## src/rtl/jc_pkg.sv

```systemverilog
// Shared types and constants for the Johnson-code decoder slice.
package jc_pkg;

    typedef enum logic [1:0] {
        HUNT = 2'd0,
        SYNC = 2'd1,
        LOCK = 2'd2
    } jc_state_e;

    localparam int ERRCNT_W = 8;

    // Width of a phase index for a code of the given width (sequence length 2*width).
    function automatic int idx_width(input int width);
        return $clog2(2 * width);
    endfunction

endpackage

```

## src/rtl/jc_code_decode.sv

```systemverilog
// Combinational Johnson-code checker: flags legality and maps a legal code to its phase index.
module jc_code_decode import jc_pkg::*; #(
    parameter int WIDTH = 16
) (
    input  logic [WIDTH-1:0]            in,
    output logic                        legal,
    output logic [idx_width(WIDTH)-1:0] index
);

    localparam int IW = idx_width(WIDTH);

    logic [WIDTH-1:0] nxt_s;
    logic [WIDTH-1:0] diff_s;
    logic [IW:0]      pop_in_s;
    logic [IW:0]      pop_diff_s;

    assign nxt_s  = {in[WIDTH-2:0], ~in[WIDTH-1]};
    assign diff_s = in ^ nxt_s;

    // Population counts of the code and of its distance to the successor.
    always_comb begin
        pop_in_s   = {(IW+1){1'b0}};
        pop_diff_s = {(IW+1){1'b0}};
        for (int i = 0; i < WIDTH; i++) begin
            pop_in_s   = pop_in_s   + {{IW{1'b0}}, in[i]};
            pop_diff_s = pop_diff_s + {{IW{1'b0}}, diff_s[i]};
        end
    end

    // A Johnson code differs from its successor in exactly one bit; the upper half counts down.
    always_comb begin
        legal = (pop_diff_s == (IW+1)'(1));
        if (in[WIDTH-1] == 1'b0) begin
            index = pop_in_s[IW-1:0];
        end else begin
            index = IW'((IW+1)'(2 * WIDTH) - pop_in_s);
        end
    end

endmodule

```

## src/rtl/jc_decoder.sv

```systemverilog
// Johnson-code receive checker: decode, successor check, HUNT/SYNC/LOCK tracking, error count.
// Optional feature macro: JC_DECODER_ERRCNT_EN builds the saturating err_cnt register.
module jc_decoder import jc_pkg::*; #(
    parameter int WIDTH    = 16,
    parameter int LOCK_LEN = 3
) (
    input  logic                        clk,
    input  logic                        reset,
    input  logic [WIDTH-1:0]            in,
    input  logic                        in_valid,
    output logic [idx_width(WIDTH)-1:0] count,
    output logic                        count_valid,
    output logic                        illegal,
    output logic                        seq_err,
    output logic                        locked,
    output logic [ERRCNT_W-1:0]         err_cnt
);

    localparam int IW = idx_width(WIDTH);
    localparam int MW = $clog2(LOCK_LEN + 1);

    jc_state_e       state_r, state_nxt_s;
    logic [IW-1:0]   prev_r, prev_nxt_s, prev_succ_s;
    logic [MW-1:0]   match_r, match_nxt_s;
    logic            legal_s, in_seq_s;
    logic [IW-1:0]   index_s;
    logic [IW-1:0]   count_r, count_nxt_s;
    logic            count_valid_r, illegal_r, seq_err_r, locked_r;
    logic            count_valid_nxt_s, illegal_nxt_s, seq_err_nxt_s;

    jc_code_decode #(.WIDTH(WIDTH)) u_dec (
        .in    (in),
        .legal (legal_s),
        .index (index_s)
    );

    assign prev_succ_s = (prev_r == IW'(2 * WIDTH - 1)) ? {IW{1'b0}} : prev_r + IW'(1);
    assign in_seq_s    = (index_s == prev_succ_s);

    // State, sequence tracking and registered outputs.
    always_ff @(posedge clk or negedge reset) begin
        if (!reset) begin
            state_r       <= HUNT;
            prev_r        <= {IW{1'b0}};
            match_r       <= {MW{1'b0}};
            count_r       <= {IW{1'b0}};
            count_valid_r <= 1'b0;
            illegal_r     <= 1'b0;
            seq_err_r     <= 1'b0;
            locked_r      <= 1'b0;
        end else begin
            state_r       <= state_nxt_s;
            prev_r        <= prev_nxt_s;
            match_r       <= match_nxt_s;
            count_r       <= count_nxt_s;
            count_valid_r <= count_valid_nxt_s;
            illegal_r     <= illegal_nxt_s;
            seq_err_r     <= seq_err_nxt_s;
            locked_r      <= (state_nxt_s == LOCK);
        end
    end

    // Next-state logic; nothing moves on cycles without in_valid.
    always_comb begin
        state_nxt_s = state_r;
        prev_nxt_s  = prev_r;
        match_nxt_s = match_r;
        if (!in_valid) begin
            state_nxt_s = state_r;
        end else if (!legal_s) begin
            state_nxt_s = HUNT;
            match_nxt_s = {MW{1'b0}};
        end else begin
            prev_nxt_s = index_s;
            case (state_r)
                HUNT: begin
                    match_nxt_s = MW'(1);
                    state_nxt_s = (LOCK_LEN == 1) ? LOCK : SYNC;
                end
                SYNC: begin
                    if (!in_seq_s) begin
                        match_nxt_s = MW'(1);
                    end else if ((int'(match_r) + 1) >= LOCK_LEN) begin
                        match_nxt_s = MW'(LOCK_LEN);
                        state_nxt_s = LOCK;
                    end else begin
                        match_nxt_s = match_r + MW'(1);
                    end
                end
                LOCK: begin
                    if (in_seq_s) begin
                        state_nxt_s = LOCK;
                    end else begin
                        state_nxt_s = SYNC;
                        match_nxt_s = MW'(1);
                    end
                end
                default: begin
                    state_nxt_s = HUNT;
                    match_nxt_s = {MW{1'b0}};
                end
            endcase
        end
    end

    // Output next-values; a repeated or skipped code only counts as seq_err while locked.
    always_comb begin
        count_valid_nxt_s = in_valid & legal_s;
        illegal_nxt_s     = in_valid & ~legal_s;
        seq_err_nxt_s     = in_valid & legal_s & (state_r == LOCK) & ~in_seq_s;
        if (count_valid_nxt_s) begin
            count_nxt_s = index_s;
        end else begin
            count_nxt_s = count_r;
        end
    end

    assign count       = count_r;
    assign count_valid = count_valid_r;
    assign illegal     = illegal_r;
    assign seq_err     = seq_err_r;
    assign locked      = locked_r;

`ifdef JC_DECODER_ERRCNT_EN
    logic [ERRCNT_W-1:0] err_cnt_r;

    // Saturating error counter, cleared only by reset.
    always_ff @(posedge clk or negedge reset) begin
        if (!reset) begin
            err_cnt_r <= {ERRCNT_W{1'b0}};
        end else if ((illegal_nxt_s | seq_err_nxt_s) && (err_cnt_r != {ERRCNT_W{1'b1}})) begin
            err_cnt_r <= err_cnt_r + ERRCNT_W'(1);
        end else begin
            err_cnt_r <= err_cnt_r;
        end
    end

    assign err_cnt = err_cnt_r;
`else
    assign err_cnt = {ERRCNT_W{1'b0}};
`endif

endmodule

```

## config.mk

```make
export PLATFORM = sky130hd
export DESIGN_NAME = jc_decoder
export DESIGN_NICKNAME = d
export VERILOG_FILES = /design/src/rtl/jc_pkg.sv /design/src/rtl/jc_code_decode.sv /design/src/rtl/jc_decoder.sv
export SDC_FILE = /design/constraint.sdc
export NUM_CORES = 1
export LEC_CHECK = 0
export BUFFER_PORTS_ARGS = -buffer_cell sky130_fd_sc_hd__buf_4
export CORE_AREA = 2 2 76 78
export DETAILED_ROUTE_END_ITERATION = 8
export DIE_AREA = 0 0 78 80
export GPL_TIMING_DRIVEN = 0
export PLACE_DENSITY = 0.55
export SETUP_SLACK_MARGIN = 0.1
export SYNTH_ARGS = -nofsm -noshare
export SYNTH_HDL_FRONTEND = slang
export SYNTH_HIERARCHICAL = 1
export SYNTH_SLANG_ARGS = --single-unit
```

## constraint.sdc

```tcl
create_clock -name clk -period 2.02 [get_ports clk]
set_input_delay 0.101 -clock clk [delete_from_list [all_inputs] [get_ports clk]]
set_output_delay 0.101 -clock clk [all_outputs]
set_load 0.02 [all_outputs]
```

==> impl_metrics.py <==
metrics = {
    "run_status": {
        "status": "complete, but fails checks",
        "violations": "negative setup slack",
    },
    "layout": {
        "n_antenna_cell": 0,
        "seqCellArea_sq_um": 325.3,
        "final_cells": 312,
        "final_core_util": 0.4734,
        "final_layout_size_suffix_gt1_frac": 0.3708,
        "nNetsFinal": 300,
        "syn2layout_area_growth_pct": 38.46,
        "fin_area_sq_um": 2559,
        "num-fill-cells": 523,
        "multi_input_area_sq_um": 1525,
    },
    "yosys": {
        "synth_top_area_share": 0.2167,
        "yosysTopAreaCell": "fa_1",
        "synth-edff-count": 0,
        "syn_inst": 190,
        "synth_area_sq_um": 1848,
        "synth_area_leaders": "fa_1, dfrtp_1, ha_1",
        "avgSynthCellArea_sq_um": 9.726,
        "synthArstFlopShare": 1.000,
        "yosysSeqAreaShare": 0.1760,
        "synth.distinct_cells": 42,
        "ys.flop_type": "dfrtp_1",
        "synth-seq-cells": 13,
        "yosysWarnings": 6,
    },
    "global_routing": {
        "grt_pass1_vias": 1419,
        "antenna_found_initial": 0,
        "grt_max_degree": 14,
        "grtUsageTotal": 0.1282,
        "grt_first_pass_wirelength_mm": 6.375,
        "grt_overflow": 0,
    },
    "clocking": {
        "cts_tree": "yes",
        "htreeDepth": 1,
        "path_clk_slew_ps": 50,
        "clock_sinks": 13,
        "clkLatencyLatePin_ps": 240,
        "cts_made_buffers": 3,
        "root_buffer": "clkbuf_8",
        "clk_path_buf_depth": 2,
    },
    "floorplanning": {
        "fp.dieW_microns": 78,
        "core_sq_um": 5405,
        "start_util": 0.3419,
        "dieArea_sq_um": 6240,
        "rows": 27,
        "die_h_microns": 80,
        "io_pins": 36,
    },
    "worst_setup_path": {
        "path_class": "primary input to flip-flop",
        "regToRegStartpoint": "prev_r[0]$_DFFE_PN0P_",
        "reg2reg_setup_slack_ps": -320,
        "required_ps": 2150,
        "worstPathArrival_ps": 4920,
        "cp-startpoint": "in[2]",
        "start_kind": "primary input",
        "cp_max_fo": 6,
        "end_kind": "flip-flop",
    },
    "placement": {
        "gp_congestion": 0.7999,
        "port-buffer-count": 26,
        "place_area_sq_um": 2207,
        "post-dp-hpwl_mm": 2.901,
        "dp_cells": 295,
    },
    "drt": {
        "first_pass_iters": 4,
        "drtIter0Drc": 37,
        "wl_per_cell_microns": 11.68,
        "vias": 1398,
        "drc": 0,
        "wirelength_mm": 3.644,
        "viasPerCell": 4.481,
        "detail-route-antenna-nets": 0,
    },
    "sta": {
        "fin_crit_ps": 4790,
        "period_share": 2.371,
        "drv_slew": 0,
        "whs_ps": 231.5,
        "timing.final.ws_setup_ps": -2770,
        "rsz0062_at_grt": "yes",
        "worst_slew_pin_slew_ps": 633.0,
        "fin_worst_skew_ps": 3.082,
        "fmax_ghz": 0.2088,
        "hold_viol": 0,
        "relSlewSlack": 0.5780,
        "setup_viol": 13,
    },
    "flow_run": {
        "drv_cap": 0,
    },
    "pwr": {
        "ir_drop_mv": 1.087,
        "p_leak_nw": 1.272,
        "p_per_area_nw_per_um2": 1596,
    },
    "worst_hold_path": {
        "hold_class": "primary input to asynchronous set/reset pin",
    },
}
==> synthesized netlist by cell type (all sizes together) (2+ instances only) <==
master,instances
nand3,2
a21o,3
inv,42
nor2b,4
xnor2,15
o32ai,2
nand2,3
a21oi,3
nor2,9
ha,20
xor2,7
o21ai,5
mux2,5
buf,8
nor3,3
o22a,2
fa,20
and3,2
dfrtp,13
==> final cells by class <==
| class | instances | area share |
|---|---|---|
| repair buffers | 38 | 0.1374 |
| multi-input cells | 134 | 0.5961 |
| well taps | 72 | 0.03521 |
| clock buffers | 4 | 0.01760 |
| inverters | 42 | 0.06161 |
| plain buffers | 9 | 0.02494 |
| flip-flops and latches | 13 | 0.1271 |
==> placed cells by master, fill, tap and decap left out, drive strengths merged, types with 2 or more instances in the layout <==
cell     n
buf     45
nand2    4
mux2     5
conb     8
nor3     3
o21ai    5
nand3    2
ha      20
fa      20
xnor2   15
a21oi    3
dfrtp   13
xor2     7
clkbuf   5
o32ai    2
inv     42
o22a     2
a21o     3
nor2     9
and3     2
nor2b    4
==> repair_timing <==
item,4_1_cts,5_1_grt
endpoints found under the setup margin,13,13
hold buffers,1,0
pin swaps,13,16
hold endpoints to repair,13,0
resized for setup,33,14
buffers inserted,5,6
gates cloned,1,0
==> path summary, 6_finish.rpt <==
check	to	cells past startpoint
setup / recovery	prev_r[3]$_DFFE_PN0P_	20
hold / removal	seq_err$_DFF_PN0_	2
setup reg to reg	locked$_DFF_PN0_	9
hold reg to reg	prev_r[4]$_DFFE_PN0P_	1
max in group asynchronous	prev_r[0]$_DFFE_PN0P_	2
min in group clk	prev_r[1]$_DFFE_PN0P_	4
==> worst max-delay path, cell delays in order <==
cell and delay (ps):
buf_8 100, xnor2_4 130, fa_1 540, inv_2 40
ha_4 250, inv_2 30, fa_1 520, inv_2 40
fa_1 510, inv_2 40, fa_1 480, fa_2 380
inv_2 60, fa_1 400, or4b_4 510, nor3_4 130
buf_6 150, buf_12 120, nand2_8 60, mux2_4 310
==> state kept, by name, indices dropped and copies added (netlist names) <==
| register | count |
|---|---|
| state_r | 2 |
| prev_r | 5 |
| locked | 1 |
| seq_err | 1 |
| illegal | 1 |
| match_r | 2 |
| count_valid | 1 |
==> per-layer routing <==
layer | part of all wire | up-vias | GRT usage
met1 | 0.45 | 660 | 0.1709
met4 | 0.012 | 0 | 0.04211
met5 | 0 | - | 0
met2 | 0.48 | 36 | 0.2129
met3 | 0.057 | 5 | 0.02036
li1 | - | 697 | -
==> logic make-up after synthesis <==
logic type | synth area share
buffers and inverters | 0.1198
DFF | 0.1760
adders and majority gates | 0.3521
AOI/OAI and AO/OA | 0.1070
xor gates and xnor gates | 0.1165
and+or+nand+nor | 0.09073
muxes | 0.03588
other | 0.002029
==> per-stage QoR <==
step,setup TNS [ps],setup WS (ps),power (W)
after floorplan,-33380,-2672,0.002416
after global placement,-38870,-3100,0.002928
final,-34350,-2770,0.004085
after CTS,-34960,-2808,0.003780
after detailed placement,-39270,-3129,0.002967
after global routing,-36540,-2932,0.004557
==> power by group <==
group / switching [W] / internal (W)
registers: 0.0000791 / 0.000340
logic: 0.00174 / 0.00169
clock network: 0.0000923 / 0.000139
total: 0.00191 / 0.00217
Power figures use the tool's default switching activity.
